$ cat config.mk
export PLATFORM = sky130hd
export DESIGN_NAME = dmac_channel_arbiter
export DESIGN_NICKNAME = d
export VERILOG_FILES = /design/src/rtl/dmac_pkg.sv /design/src/rtl/dmac_channel_arbiter_rr_pick.sv /design/src/rtl/dmac_channel_arbiter.sv
export SDC_FILE = /design/constraint.sdc
export NUM_CORES = 1
export LEC_CHECK = 0
export ABC_CLOCK_PERIOD_IN_PS = 3520
export BUFFER_PORTS_ARGS = -buffer_cell sky130_fd_sc_hd__clkbuf_2
export CORE_AREA = 2 2 83 85
export CTS_BUF_LIST = sky130_fd_sc_hd__clkbuf_8 sky130_fd_sc_hd__clkbuf_16
export CTS_CLUSTER_SIZE = 24
export DETAILED_ROUTE_END_ITERATION = 10
export DIE_AREA = 0 0 85 87
export SYNTH_ARGS = -nofsm -noshare
export SYNTH_HDL_FRONTEND = slang
export SYNTH_HIERARCHICAL = 1
export SYNTH_SLANG_ARGS = --single-unit
$ cat constraint.sdc
create_clock -name Clk -period 3.52 [get_ports Clk]
set_input_delay 0.528 -clock Clk [delete_from_list [all_inputs] [get_ports Clk]]
set_output_delay 0.528 -clock Clk [all_outputs]
set_load 0.02 [all_outputs]
$ cat src/rtl/dmac_pkg.sv
// rtl/dmac_pkg.sv - shared constants, channel code and FSM state types for the DMAC channel arbiter
package dmac_pkg;

   localparam int NUM_CH = 6;

   typedef logic [2:0] dmac_ch_t;

   localparam dmac_ch_t IDLE_CODE = 3'b111;

   typedef enum logic [1:0] {
      ST_IDLE,
      ST_GRANT,
      ST_RELEASE
   } arb_state_t;

   // Modulo-NUM_CH add; both operands are always below NUM_CH.
   function automatic dmac_ch_t ch_add(dmac_ch_t a, dmac_ch_t b);
      logic [3:0] s;
      s = {1'b0, a} + {1'b0, b};
      return (s >= 4'(NUM_CH)) ? dmac_ch_t'(s - 4'(NUM_CH)) : s[2:0];
   endfunction

endpackage

$ cat src/rtl/dmac_channel_arbiter_rr_pick.sv
// rtl/dmac_channel_arbiter_rr_pick.sv - combinational round-robin picker: first eligible channel at or above ptr, wrapping
module rr_pick
   import dmac_pkg::*;
(
   input  logic [NUM_CH-1:0] eligible,
   input  dmac_ch_t          ptr,
   output logic              found,
   output dmac_ch_t          idx
);

   // Scan from the farthest offset down so the nearest hit overwrites the rest.
   always_comb begin
      found = 1'b0;
      idx   = '0;
      for (int i = NUM_CH - 1; i >= 0; i--) begin
         if (eligible[ch_add(ptr, dmac_ch_t'(i))]) begin
            found = 1'b1;
            idx   = ch_add(ptr, dmac_ch_t'(i));
         end
      end
   end

endmodule

$ cat src/rtl/dmac_channel_arbiter.sv
// rtl/dmac_channel_arbiter.sv - round-robin DMA channel arbiter holding each grant until TransferDone
module dmac_channel_arbiter
   import dmac_pkg::*;
#(
   parameter int TIMEOUT_CYCLES = 1024
)
(
   input  logic              Clk,
   input  logic              Reset,
   input  logic [NUM_CH-1:0] ChannelRequest,
   input  logic [NUM_CH-1:0] ChannelEnable,
   input  logic [NUM_CH-1:0] ChannelFIFOEmpty,
   input  logic [NUM_CH-1:0] ChannelFIFOFull,
   input  logic              TransferDone,
   output logic [2:0]        DMACActivedChannel,
   output logic              ChannelActive,
   output logic [NUM_CH-1:0] ChannelGrant,
   output logic [NUM_CH-1:0] ChannelAck,
   output logic              ActiveFIFOEmpty,
   output logic              ActiveFIFOFull,
   output logic              TimeoutError
);

   localparam logic [NUM_CH-1:0] ONE_HOT0 = NUM_CH'(1);

   arb_state_t        state_q, state_d;
   dmac_ch_t          ptr_q, ptr_d;
   dmac_ch_t          code_q, code_d;
   logic [NUM_CH-1:0] grant_q, grant_d;
   logic              active_q, active_d;
   logic [NUM_CH-1:0] ack_q, ack_d;
   logic              pick_found;
   dmac_ch_t          pick_idx;

`ifdef DMAC_ARB_TIMEOUT_EN
   localparam int CNT_W = $clog2(TIMEOUT_CYCLES);
   logic [CNT_W-1:0]  cnt_q, cnt_d;
   logic              tout_q, tout_d;
`endif

   rr_pick u_pick (
      .eligible (ChannelRequest & ChannelEnable),
      .ptr      (ptr_q),
      .found    (pick_found),
      .idx      (pick_idx)
   );

   always_comb begin
      state_d  = state_q;
      ptr_d    = ptr_q;
      code_d   = code_q;
      grant_d  = grant_q;
      active_d = active_q;
      ack_d    = '0;
`ifdef DMAC_ARB_TIMEOUT_EN
      cnt_d    = cnt_q;
      tout_d   = 1'b0;
`endif
      case (state_q)
         ST_IDLE: begin
            if (pick_found) begin
               state_d  = ST_GRANT;
               code_d   = pick_idx;
               grant_d  = ONE_HOT0 << pick_idx;
               active_d = 1'b1;
`ifdef DMAC_ARB_TIMEOUT_EN
               cnt_d    = '0;
`endif
            end
         end
         ST_GRANT: begin
`ifdef DMAC_ARB_TIMEOUT_EN
            cnt_d = cnt_q + CNT_W'(1);
`endif
            // Done wins over a simultaneous watchdog expiry.
            if (TransferDone) begin
               state_d  = ST_RELEASE;
               ack_d    = grant_q;
               ptr_d    = ch_add(code_q, dmac_ch_t'(1));
               code_d   = IDLE_CODE;
               grant_d  = '0;
               active_d = 1'b0;
            end
`ifdef DMAC_ARB_TIMEOUT_EN
            else if (cnt_q == CNT_W'(TIMEOUT_CYCLES - 1)) begin
               state_d  = ST_RELEASE;
               tout_d   = 1'b1;
               ptr_d    = ch_add(code_q, dmac_ch_t'(1));
               code_d   = IDLE_CODE;
               grant_d  = '0;
               active_d = 1'b0;
            end
`endif
         end
         default: state_d = ST_IDLE;
      endcase
   end

   always_ff @(posedge Clk) begin
      if (Reset) begin
         state_q  <= ST_IDLE;
         ptr_q    <= '0;
         code_q   <= IDLE_CODE;
         grant_q  <= '0;
         active_q <= 1'b0;
         ack_q    <= '0;
`ifdef DMAC_ARB_TIMEOUT_EN
         cnt_q    <= '0;
         tout_q   <= 1'b0;
`endif
      end else begin
         state_q  <= state_d;
         ptr_q    <= ptr_d;
         code_q   <= code_d;
         grant_q  <= grant_d;
         active_q <= active_d;
         ack_q    <= ack_d;
`ifdef DMAC_ARB_TIMEOUT_EN
         cnt_q    <= cnt_d;
         tout_q   <= tout_d;
`endif
      end
   end

   assign DMACActivedChannel = code_q;
   assign ChannelActive      = active_q;
   assign ChannelGrant       = grant_q;
   assign ChannelAck         = ack_q;
   assign ActiveFIFOEmpty    = active_q ? ChannelFIFOEmpty[code_q] : 1'b1;
   assign ActiveFIFOFull     = active_q ? ChannelFIFOFull[code_q]  : 1'b0;
`ifdef DMAC_ARB_TIMEOUT_EN
   assign TimeoutError       = tout_q;
`else
   assign TimeoutError       = 1'b0;
`endif

endmodule

[Word-level counts from Yosys, hierarchy flattened]
Cells that the tools add are included.
Word-level totals
  word-level logic and storage cells: 95
  bits in registers: 21
  input bits: 27
Operators by class
  equal/unequal tests: 3
  bitwise operators: 3
  $add $sub $neg: 13
  mux-type cells: 49
  order comparisons: 14
  reduce and logical (&&, ||, !) cells: 6
  shift operators: 1
Operator list (count)
  3-bit two-way mux: 15
  3-bit by 4-bit < comparator with 1-bit output, second input constant: 7
  1-bit binary-select mux with 3-bit select: 8
  4-bit by 3-bit >= comparator with 1-bit output, second input constant: 6
  3-bit subtractor, second input constant: 7
  1-bit two-way mux: 18
  6-bit two-way mux: 2
  6-bit case mux with 2 select lines: 1
  3-bit by 1-bit adder with 4-bit output, second input constant: 2
  3-bit by 2-bit adder with 4-bit output, second input constant: 2
  3-bit by 3-bit adder with 4-bit output, second input constant: 2
  6-bit bitwise AND: 1
  3-bit case mux with 2 select lines: 1
  1-bit by 3-bit left shift with 6-bit output, first input constant: 1
  2-bit two-way mux: 2
  2-bit != test, second input constant: 2
  2-bit case mux with 2 select lines: 1
  2-bit AND reduction: 2
  3-bit >= comparator, second input constant: 1
  3-bit AND reduction: 1
  3-bit OR reduction: 1
  2-bit by 1-bit equality test with 1-bit output, second input constant: 1
  2-bit zero test: 1
  1-bit inverter: 2
  2 further kinds: 2

[Longest topological paths before layout]
Gate-level depths: netlist (run 1).
  depth after elaboration: 14
  depth in mapped cells: 15
  depth with buffers taken out: 12

[Cells and area by module]
The synthesis (run 1) kept the hierarchy.
Modules (own cells, without submodules)
  dmac_channel_arbiter: area an instance 1019.7 µm², times used 1, seq. area each 420.4 µm², cells an instance 113
  rr_pick: area an instance 878.3 µm², times used 1, seq. area each 0.0 µm², cells an instance 114

[Least setup slack after synthesis (run 1)]
Ideal clock, no wire load.
  path kind: reg-to-reg
  start point: register ptr_q[0]
  end point: register code_q[2], in the netlist DMACActivedChannel[2]
  period minus slack after synthesis: 3.228 ns
  library setup time: 0.115 ns
  arrival: 3.114 ns
  slack: 0.292 ns
  cell stages (with the launch flop): 14
  buffers on the path: 3
  cells stage by stage: dfxtp_1 buf_6 buf_6 inv_1 ha_1 clkbuf_1 nor3_1 o21a_1 a211o_1 or4_1 nand3b_1 a21oi_1 or2_2 a21o_2
On the way
  longest elaborated chain between the ends: 13
  elaborated cells on any way between the ends: 51
  classes of those cells: add/sub: 11; order compare: 6; eq/ne: 1; mux: 32; reduce/logical: 1
RTL lines
  start, declared: RTL line dmac_channel_arbiter.sv:27  | dmac_ch_t ptr_q, ptr_d;
  start signal, assigned: RTL line dmac_channel_arbiter.sv:113  | ptr_q <= ptr_d;
  3-bit by 3-bit adder with 4-bit output: RTL line dmac_pkg.sv:19  | s = {1'b0, a} + {1'b0, b};
  4-bit by 3-bit >= comparator with 1-bit output / 3-bit subtractor (equally long branches): RTL line dmac_pkg.sv:20  | return (s >= 4'(NUM_CH)) ? dmac_ch_t'(s - 4'(NUM_CH)) : s[2:0];
  3-bit two-way mux: RTL line dmac_pkg.sv:20
  1-bit binary-select mux with 3-bit select: RTL line dmac_channel_arbiter_rr_pick.sv:16  | if (eligible[ch_add(ptr, dmac_ch_t'(i))]) begin
  1-bit two-way mux (not written as such): RTL line dmac_channel_arbiter_rr_pick.sv:16
  1-bit two-way mux (5 in series): RTL line dmac_channel_arbiter_rr_pick.sv:16
  1-bit two-way mux (*): RTL line dmac_channel_arbiter_rr_pick.sv:16
  named net pick_found: RTL line dmac_channel_arbiter.sv:32  | logic pick_found;
  2-bit != test (no line) (*)
  3-bit AND reduction (no line) (*)
  end signal, assigned: RTL line dmac_channel_arbiter.sv:114  | code_q <= code_d;
  end, declared: RTL line dmac_channel_arbiter.sv:28  | dmac_ch_t code_q, code_d;
Mark *: on every way through the listed nets, which the timed path passes. The rest lies on a longest branch. The select of a mux whose other input is x is not followed.
A chain may end at the register's enable or synchronous reset.

[Final worst setup path (run 1)]
  start point: register ptr_q[2]
  end point: register code_q[2], in the netlist DMACActivedChannel[2]
The elaborated chain is that of the path after synthesis.

==> impl_metrics.tcl, run 1 <==
set metrics [dict create \
    status "finished clean" \
    critPathLaunch "ptr_q[2]" \
    hold-path-cell-count 2 \
    path_class "reg2reg" \
    synth_area_leader_cell "dfxtp_1" \
    track_usage_pct 11.7 \
    netlist_top_cells_count "a21oi_1 (21), dfxtp_1 (21), and2_1 (14)" \
    ir_drop_mv 0.259 \
    power.density_nw_per_um2 684 \
    p_leak_nw 0.972 \
    fin_crit_sh_pct 90.9 \
    diodes 0 \
    routedWlPerCell_um 12.6 \
    tightest_slew_ns 0.514 \
    ios 46 \
    numCtsBuffers 3 \
    cts-root-buf "clkbuf_8" \
    worstSetupEndpointType "register" \
    clock_latency_ns 0.26 \
    die_area_um2 7400 \
    cp.required_ns 3.68 \
    clk_transition_reported_paths_ns 0.07 \
    period_needed_ns 3.20 \
    dp_hpwl_um 3650 \
    synth-main-ff-cell "dfxtp_1" \
    start_util_pct 28.9 \
    min_path_type "reg2reg" \
    die_h_um 87 \
    power.total_mw 1.55 \
    cp_max_fo 6 \
    relSlewSlack_pct 65.7 \
    ys_seq_area_share_pct 22.1 \
    clock-sinks 21 \
    maxCapViolations 0 \
    startpoint_type "register" \
    ys_seq_elements 21 \
    setup-violations-final 0 \
    reg2reg_from "ptr_q[2]" \
    syn_to_final_growth_pct 19.2 \
    firstDrtPassIters 4 \
    r2r.worst_path.cells 10 \
    grt_antenna_before_repair 0 \
    synth_top_cell_area_share_pct 22.1 \
    synthArstFlopShare_pct 0 \
    ant_nets 0 \
    min-delay-start "ChannelGrant[3]" \
    num_vias 1849 \
    die_w_um 85 \
    finClkSkew_ns 0.00324 \
    place_congestion 0.941 \
    overflow 0 \
    drc_errors 0 \
    num-fill-cells 673 \
    portBuffers 44 \
    finalMaxSlewViolations 0 \
    drtIter0Drc 140 \
    drt-total-wl_um 4470 \
    fin_nets 313 \
    syn_nets 265 \
    post_cts_buffers 0 \
    synth_edf_count 0 \
    hold_viol_final 0 \
    r2r_end "DMACActivedChannel[2]" \
    max-clock-path-buffers 2 \
    first_global_vias 1650 \
    synth_area_per_cell_um2 8.36 \
    grt_pass1_wl_um 7310 \
    fmax_ghz 0.313 \
    h-tree-depth 1 \
    syn_inst 227 \
    yosysWarnings 6 \
    cts_tree "done" \
    synth_area_leaders "dfxtp_1 (22%), ha_1 (7.3%), a21oi_1 (5.5%)" \
    rows 30 \
    rsz0062_at_grt "no" \
    regToRegSetupSlack_ns 0.32 \
    synth.distinct_cells 60 \
    critical_path_arrival_ns 3.36 \
    via_per_inst 5.22 \
    drive_gt1_share_pct 28.8 \
    coreArea_um2 6570 \
    tns_ns 0 \
    hold_end "ChannelGrant[3]" \
    grt_max_degree 17 \
    syn_area_um2 1900 \
]
==> per-stage QoR <==
step | worst slack [ns] | util, % | instances | cell area (um^2) | hold slack, ns
floorplan | 0.292 | - | 227 | 1900 | 0.490
detailed placement | 0.135 | 33.6 | 350 | 2210 | 0.456
global route | 0.143 | 34.4 | 354 | 2260 | 0.492
global placement | 0.215 | 33.6 | 350 | 2210 | 0.460
CTS | 0.123 | 34.3 | 354 | 2250 | 0.466
finish | 0.321 | 34.4 | 354 | 2260 | 0.470
==> how the worst max path moves through the flow <==
stage                                        to  slack (ns)
after floorplan           DMACActivedChannel[2]        0.29
after global placement    DMACActivedChannel[2]        0.22
after detailed placement  DMACActivedChannel[2]        0.14
after CTS                 DMACActivedChannel[2]        0.12
after global routing      DMACActivedChannel[2]        0.14
final                     DMACActivedChannel[2]        0.32
==> registers in the layout (all words and copies together) (netlist names) <==
| register | cells |
|---|---|
| ChannelAck | 6 |
| ChannelActive | 1 |
| ChannelGrant | 6 |
| DMACActivedChannel | 3 |
| ptr_q | 3 |
| state_q | 2 |
==> cell type report <==
class / count / area [um^2] / area share [%]
Multi-Input combinational cell: 184 / 1360 / 60.2
Sequential cell: 21 / 422 / 18.6
Timing Repair Buffer: 53 / 288 / 12.7
Tap cell: 80 / 100 / 4.42
Inverter: 12 / 45.0 / 1.99
Clock buffer: 3 / 41.3 / 1.83
Clock inverter: 1 / 5.00 / 0.221
==> cell usage in the layout, fill, tap and decap left out, types with 7 or more instances in the layout <==
| master | Yosys | layout |
|---|---|---|
| clkbuf_2 | 0 | 44 |
| dfxtp_1 | 21 | 20 |
| a21oi_1 | 21 | 20 |
| and2_1 | 14 | 14 |
| inv_1 | 12 | 12 |
| nand2_1 | 12 | 12 |
| ha_1 | 11 | 11 |
| nand3_1 | 10 | 10 |
| o21ai_0 | 10 | 10 |
| buf_4 | 1 | 9 |
| nor2_1 | 8 | 8 |
| mux2i_1 | 7 | 7 |
| nand2b_1 | 7 | 7 |
==> cells by family (layout without fill, tap and decap cells) <==
logic type,after synthesis,in the layout,share of synthesized area [%]
adders and majority gates,11,11,7.25
DFF,21,21,22.1
xor gates and xnor gates,6,6,2.77
buffers and inverters,22,69,6.59
AOI/OAI and AO/OA,70,70,24.4
and+or+nand+nor,81,81,25.8
other,1,1,0.198
muxes,15,15,10.8
==> metal layers <==
layer | wire length [um] | GRT usage, % | up-vias
li1 | - | - | 939
met5 | 0 | 0 | -
met1 | 2040 | 15.1 | 847
met4 | 52 | 2.45 | 0
met3 | 252 | 2.27 | 9
met2 | 2120 | 20.3 | 54
==> worst max-delay path, stage by stage, from the launching register on <==
cell and delay [ns]:
dfxtp_1 0.44, ha_1 0.36, mux2i_1 0.21, or2_2 0.31, a32oi_1 0.39, nand3_1 0.12
or4_1 0.55, nand3b_1 0.14, a21oi_1 0.06, or2_2 0.32, a21o_2 0.19
==> power breakdown <==
| part | switching, mW | internal (mW) |
|---|---|---|
| Combinational | 0.558 | 0.453 |
| Sequential | 0.0876 | 0.293 |
| Clock | 0.0765 | 0.0788 |
==> timing repair <==
action | 4_1_cts | 5_1_grt
hold buffers | 0 | 0
resized for setup | 0 | 3
endpoints found under the setup margin | 0 | 8
No activity file was read; power rests on OpenSTA's default activity.
==> run 2, diff against run 1 <==
--- a/config.mk
+++ b/config.mk
@@ -6,12 +6,12 @@
 export NUM_CORES = 1
 export LEC_CHECK = 0
 export ABC_CLOCK_PERIOD_IN_PS = 3520
-export BUFFER_PORTS_ARGS = -buffer_cell sky130_fd_sc_hd__clkbuf_2
 export CORE_AREA = 2 2 83 85
 export CTS_BUF_LIST = sky130_fd_sc_hd__clkbuf_8 sky130_fd_sc_hd__clkbuf_16
 export CTS_CLUSTER_SIZE = 24
 export DETAILED_ROUTE_END_ITERATION = 10
 export DIE_AREA = 0 0 85 87
+export DONT_BUFFER_PORTS = 1
 export SYNTH_ARGS = -nofsm -noshare
 export SYNTH_HDL_FRONTEND = slang
 export SYNTH_HIERARCHICAL = 1
==> run 2 against run 1 <==
Hold slack worse by 0.15 ns. Final cell count down 13%. Non-clock buffer count down 45. Clock power up 3%. Count of clock-buffer cells in the layout unchanged. Sequential share of layout area up 2.1 points. Sequential cell count unchanged. Critical path type unchanged. Worst setup slack better by 0.023 ns. Design area down 10%. Routed wire length up 0.76%. Sequential power up 15%. Maximum frequency up 0.71%.
==> impl_metrics.tcl, run 2 (synthesized netlist as in run 1, its figures left out) <==
set metrics [dict create \
    diodes 0 \
    path_class "reg2reg" \
    setup-violations-final 0 \
    drc_errors 0 \
    grt_antenna_before_repair 0 \
    hold_slack_ns 0.320 \
    worstSetupEndpointType "register" \
    grt_pass1_wl_um 7420 \
    maxCapViolations 0 \
    p_leak_nw 0.776 \
    cp_max_fo 8 \
    coreArea_um2 6570 \
    cp.required_ns 3.69 \
    seqCellArea_um2 422 \
    min_path_type "in2reg" \
    cts_tree "done" \
    via_per_inst 5.39 \
    fin_crit_sh_pct 90.3 \
    dp_hpwl_um 3600 \
    first_global_vias 1573 \
    startpoint_type "register" \
    clock_latency_ns 0.27 \
    fin_nets 268 \
    syn_to_final_growth_pct 7.32 \
    relSlewSlack_pct 53.8 \
    max-clock-path-buffers 2 \
    finClkSkew_ns 0.00518 \
    numCtsBuffers 3 \
    overflow 0 \
    num_vias 1667 \
    ios 46 \
    portBuffers 0 \
    die_area_um2 7400 \
    ir_drop_mv 0.320 \
    multi_input_area_um2 1360 \
    clock-sinks 21 \
    rsz0062_at_grt "no" \
    drt-total-wl_um 4510 \
    start_util_pct 28.9 \
    ant_nets 0 \
    power.density_nw_per_um2 735 \
    grt_max_degree 17 \
    cts-root-buf "clkbuf_8" \
    fmax_ghz 0.315 \
    num-fill-cells 684 \
    mostFrequentLayoutCells "dfxtp_1 (20), a21oi_1 (20), and2_1 (14)" \
    tightest_slew_ns 0.692 \
    critical_path_arrival_ns 3.35 \
    drtIter0Drc 146 \
    status "finished clean" \
    period_needed_ns 3.18 \
    routedWlPerCell_um 14.6 \
    hold_viol_final 0 \
    track_usage_pct 12.3 \
    drive_gt1_share_pct 15.3 \
    finalMaxSlewViolations 0 \
    h-tree-depth 1 \
    clk_transition_reported_paths_ns 0.08 \
    die_w_um 85 \
    firstDrtPassIters 4 \
    post_cts_buffers 0 \
    die_h_um 87 \
    rows 30 \
    tns_ns 0 \
    place_congestion 0.942 \
]
## run 2: cell types whose count changed in the layout (fill, tap and decap cells not counted), sizes merged
| cell | change |
|---|---|
| buf | -1 |
| clkbuf | -44 |
## run 2: layer usage
layer | routed length, um | global-route usage [%] | vias up | share of wire (%)
li1 | - | - | 842 | -
met1 | 2050 | 15.7 | 768 | 46
met2 | 2180 | 20.8 | 47 | 48
met3 | 181 | 2.37 | 10 | 4.0
met4 | 93 | 4.04 | 0 | 2.1
met5 | 0 | 0 | - | 0
## run 2: power by group
group          internal (mW)  total [mW]  switching [mW]
clock                 0.0790       0.159          0.0800
combinational          0.409       0.902           0.493
sequential             0.293       0.436           0.143
## run 2: layout make-up
class                           instances  area share [%]
Clock buffer                            3            2.03
Inverter                               12            2.21
Sequential cell                        21            20.7
Tap cell                               80            4.91
Multi-Input combinational cell        184            67.0
Clock inverter                          1           0.246
Timing Repair Buffer                    8            2.95
## run 2: critical path, cell delays in order, from the launching register on
cell      delay (ns)
dfxtp_2         0.42
inv_1           0.14
ha_1            0.24
a21oi_2         0.26
mux2i_1         0.22
o21ai_1         0.11
a211o_1         0.34
or4_1           0.64
nand3b_1        0.14
a21oi_1         0.06
or2_2           0.32
a21o_2          0.19
## run 2: per-stage QoR
stage / cell area, um^2 / total power [mW] / utilization (%) / std cells / setup slack (ns)
global route: 2040 / 1.63 / 31.0 / 309 / 0.0837
finish: 2040 / 1.50 / 31.0 / 309 / 0.343
detailed placement: 1980 / 1.32 / 30.1 / 305 / 0.108
global placement: 1980 / 1.32 / 30.1 / 305 / 0.209
CTS: 2020 / 1.48 / 30.8 / 309 / 0.0953
floorplan: 1900 / 1.15 / - / 227 / 0.292
## run 2: repair_timing
item | in CTS | in global routing
hold buffers | 0 | 0
resized for setup | 0 | 4
setup endpoints to repair | 0 | 8
## run 2: path summary, 6_finish.rpt
check	start	to	slack [ns]	cells after the start
hold / removal	Reset	ChannelGrant[5]	0.32	1
hold reg to reg	ptr_q[2]	ptr_q[2]	0.51	2
setup reg to reg	ptr_q[1]	DMACActivedChannel[2]	0.34	11
setup / recovery	ptr_q[1]	DMACActivedChannel[2]	0.34	11
==> run 3, diff against run 2 <==
--- a/config.mk
+++ b/config.mk
@@ -5,12 +5,13 @@
 export SDC_FILE = /design/constraint.sdc
 export NUM_CORES = 1
 export LEC_CHECK = 0
+export ABC_AREA = 1
 export ABC_CLOCK_PERIOD_IN_PS = 3520
-export CORE_AREA = 2 2 83 85
+export CORE_AREA = 2 2 84 86
 export CTS_BUF_LIST = sky130_fd_sc_hd__clkbuf_8 sky130_fd_sc_hd__clkbuf_16
 export CTS_CLUSTER_SIZE = 24
 export DETAILED_ROUTE_END_ITERATION = 10
-export DIE_AREA = 0 0 85 87
+export DIE_AREA = 0 0 86 88
 export DONT_BUFFER_PORTS = 1
 export SYNTH_ARGS = -nofsm -noshare
 export SYNTH_HDL_FRONTEND = slang
==> run 3 against run 2 <==
Area after synthesis grew 3.0%. Utilization about the same. Synthesized cell count up 41%. Count of clock-buffer cells in the layout stayed put. Via count rose by 10%. Sequential power is 3% higher.
==> impl_metrics.tcl, run 3 <==
set metrics [dict create \
    cp_max_fo 10 \
    tightest_slew_ns 0.679 \
    synth_area_leader_cell "dfxtp_1" \
    portBuffers 0 \
    post_cts_buffers 0 \
    combPwrFrac_pct 68.3 \
    drt-total-wl_um 4270 \
    track_usage_pct 11.7 \
    mostFrequentLayoutCells "nand2_1 (87), inv_1 (47), nand3_1 (30)" \
    power.density_nw_per_um2 936 \
    finClkSkew_ns 0.00599 \
    mostFrequentLayoutCell "nand2_1" \
    synth_most_common_cell "nand2_1" \
    synth-main-ff-cell "dfxtp_1" \
    postCtsResizedCells 0 \
    fin_crit_sh_pct 81.2 \
    cp.required_ns 3.73 \
    power.total_mw 1.93 \
    seqPwrFrac_pct 23.3 \
    path_class "reg2reg" \
    syn_to_final_growth_pct 5.31 \
    synthArstFlopShare_pct 0 \
    sw_frac_of_total_pct 56.7 \
    reg2reg_from "ptr_q[1]" \
    fmax_ghz 0.350 \
    synth.distinct_cells 36 \
    setup_ws_ns 0.662 \
    slowest_stage "dfxtp_1" \
    critPathLaunch "ptr_q[1]" \
    num_vias 1834 \
    p_leak_nw 1.01 \
    p_sw_mw 1.09 \
    min-delay-start "Reset" \
    cpPeakStageDelay_ns 0.54 \
    cts_tree "done" \
    firstDrtPassIters 4 \
    p_int_uw 834 \
    relSlewSlack_pct 54.7 \
    period_needed_ns 2.86 \
    ir_drop_mv 0.228 \
    die_h_um 88 \
    grt_pass1_wl_um 7170 \
    min_path_type "in2reg" \
    die_area_um2 7570 \
    via_per_inst 4.60 \
    numPlacedInstances 395 \
    startpoint_type "register" \
    first_global_vias 1593 \
    finalMaxSlewViolations 0 \
    dp_hpwl_um 3480 \
    syn_area_um2 1950 \
    crit_chain "inv_1 > ha_1 > inv_2 > nand2_2 > nand2_1 > nand2_1 > nand2_1 > nand3_1 > nand3_1 > and2_1 > nor2_1 > nand4_1 > nand2_4 > nand2_8 > inv_8 > nand2_2 > a21oi_2" \
    status "finished clean" \
    synth_area_leaders "dfxtp_1 (22%), nand2_1 (17%), inv_1 (9.0%)" \
    grt_max_degree 21 \
    synth_top_cell_area_share_pct 21.5 \
    worst-path-buf-inv 3 \
    h-tree-depth 1 \
    diodes 0 \
    maxCapViolations 0 \
    yosysWarnings 6 \
    fin_nets 358 \
    cp_top_family "simple AND/OR/NAND/NOR gates" \
    cts-root-buf "clkbuf_8" \
    ys_seq_elements 21 \
    ios 46 \
    overflow 0 \
    grt_antenna_before_repair 0 \
    hold_viol_final 0 \
    hold_buffers 0 \
    netlist_top_cells_count "nand2_1 (87), inv_1 (47), nand3_1 (30)" \
    drive_gt1_share_pct 16.0 \
    stdcell_count 399 \
    clock-sinks 21 \
    num-fill-cells 723 \
    ant_nets 0 \
    clk_transition_reported_paths_ns 0.08 \
    setup-violations-final 0 \
    synth_area_per_cell_um2 6.11 \
    syn_inst 320 \
    ys_seq_area_share_pct 21.5 \
    rsz0062_at_grt "no" \
    crit_top_cell "nand2_1" \
    clock_latency_ns 0.27 \
    worstSetupEndpointType "register" \
    tns_ns 0 \
    max-clock-path-buffers 2 \
    drtIter0Drc 104 \
    rows 30 \
    place_congestion 0.858 \
    synth_edf_count 0 \
    syn_nets 358 \
    die_w_um 86 \
    critical_path_arrival_ns 3.07 \
    routedWlPerCell_um 10.7 \
    regToRegSetupSlack_ns 0.66 \
    start_util_pct 29.4 \
    post-place-ws_ns 0.688 \
    coreArea_um2 6640 \
    numCtsBuffers 3 \
    drc_errors 0 \
    clkPwrFrac_pct 8.4 \
]
## run 3: cell types whose count changed in the layout (fill, tap and decap cells not counted), sizes merged, moves of 5 or more
cell    change
mux2i       -7
and2       -13
nand2b      -9
nand3      +23
nor2       +24
buf         -7
o21ai      +10
nand2      +96
inv        +42
mux2        -5
a21oi       -8
## run 3: final timing paths
kind,end,depth (start not counted)
max,ChannelGrant[2],17
min,ChannelGrant[0],1
max reg2reg,ChannelGrant[2],17
min reg2reg,ChannelAck[1],2
## run 3: through the flow
stage / instance area [um^2] / hold WS, ns / utilization (%)
2_1_floorplan: 1950 / 0.518 / -
3_3_place_gp: 2010 / 0.543 / 30.3
3_5_place_dp: 2010 / 0.546 / 30.3
4_1_cts: 2060 / 0.305 / 31.0
5_1_grt: 2060 / 0.295 / 31.0
6_report: 2060 / 0.308 / 31.0
## run 3: worst reg2reg max path, cell delays in order (launching register included)
cell and delay, ns:
dfxtp_1 0.54, inv_1 0.20, ha_1 0.49, inv_2 0.12, nand2_2 0.09, nand2_1 0.06, nand2_1 0.08, nand2_1 0.09
nand3_1 0.10, nand3_1 0.09, and2_1 0.19, nor2_1 0.09, nand4_1 0.15, nand2_4 0.17, nand2_8 0.09, inv_8 0.08
nand2_2 0.05, a21oi_2 0.13
## run 3: cell type report
type	count	area (um^2)	share of cell area, %
Inverter	55	214	10.4
Sequential cell	21	420	20.4
Timing Repair Buffer	1	7.51	0.365
Clock inverter	1	5.00	0.243
Clock buffer	3	41.3	2.01
Multi-Input combinational cell	238	1270	61.7
Tap cell	80	100	4.86
## run 3: cells by family (layout without fill, tap and decap cells)
family          Yosys count  after routing  share of synthesized area [%]
buf+inv                  61             60                           13.5
simple gates            182            182                           43.9
compound gates           43             43                           13.4
fa+ha+maj                11             11                           7.04
other cells               1              1                          0.192
xor+xnor                  1              1                          0.448
flops                    21             21                           21.5
## run 3: power by group through the flow
| stage | Clock, mW | Sequential, mW | Combinational (mW) |
|---|---|---|---|
| after floorplan | 0 | 0.423 | 1.14 |
| after global placement | 0 | 0.457 | 1.30 |
| after detailed placement | 0 | 0.459 | 1.32 |
| after CTS | 0.164 | 0.455 | 1.32 |
| after global routing | 0.178 | 0.467 | 1.53 |
| final | 0.161 | 0.450 | 1.32 |
## run 3: routing by layer
metal	vias up	global-route usage, %	part of all wire [%]
met5	-	0	0
li1	998	-	-
met1	802	15.7	49
met2	27	19.6	47
met4	0	2.89	1.3
met3	7	1.79	2.6
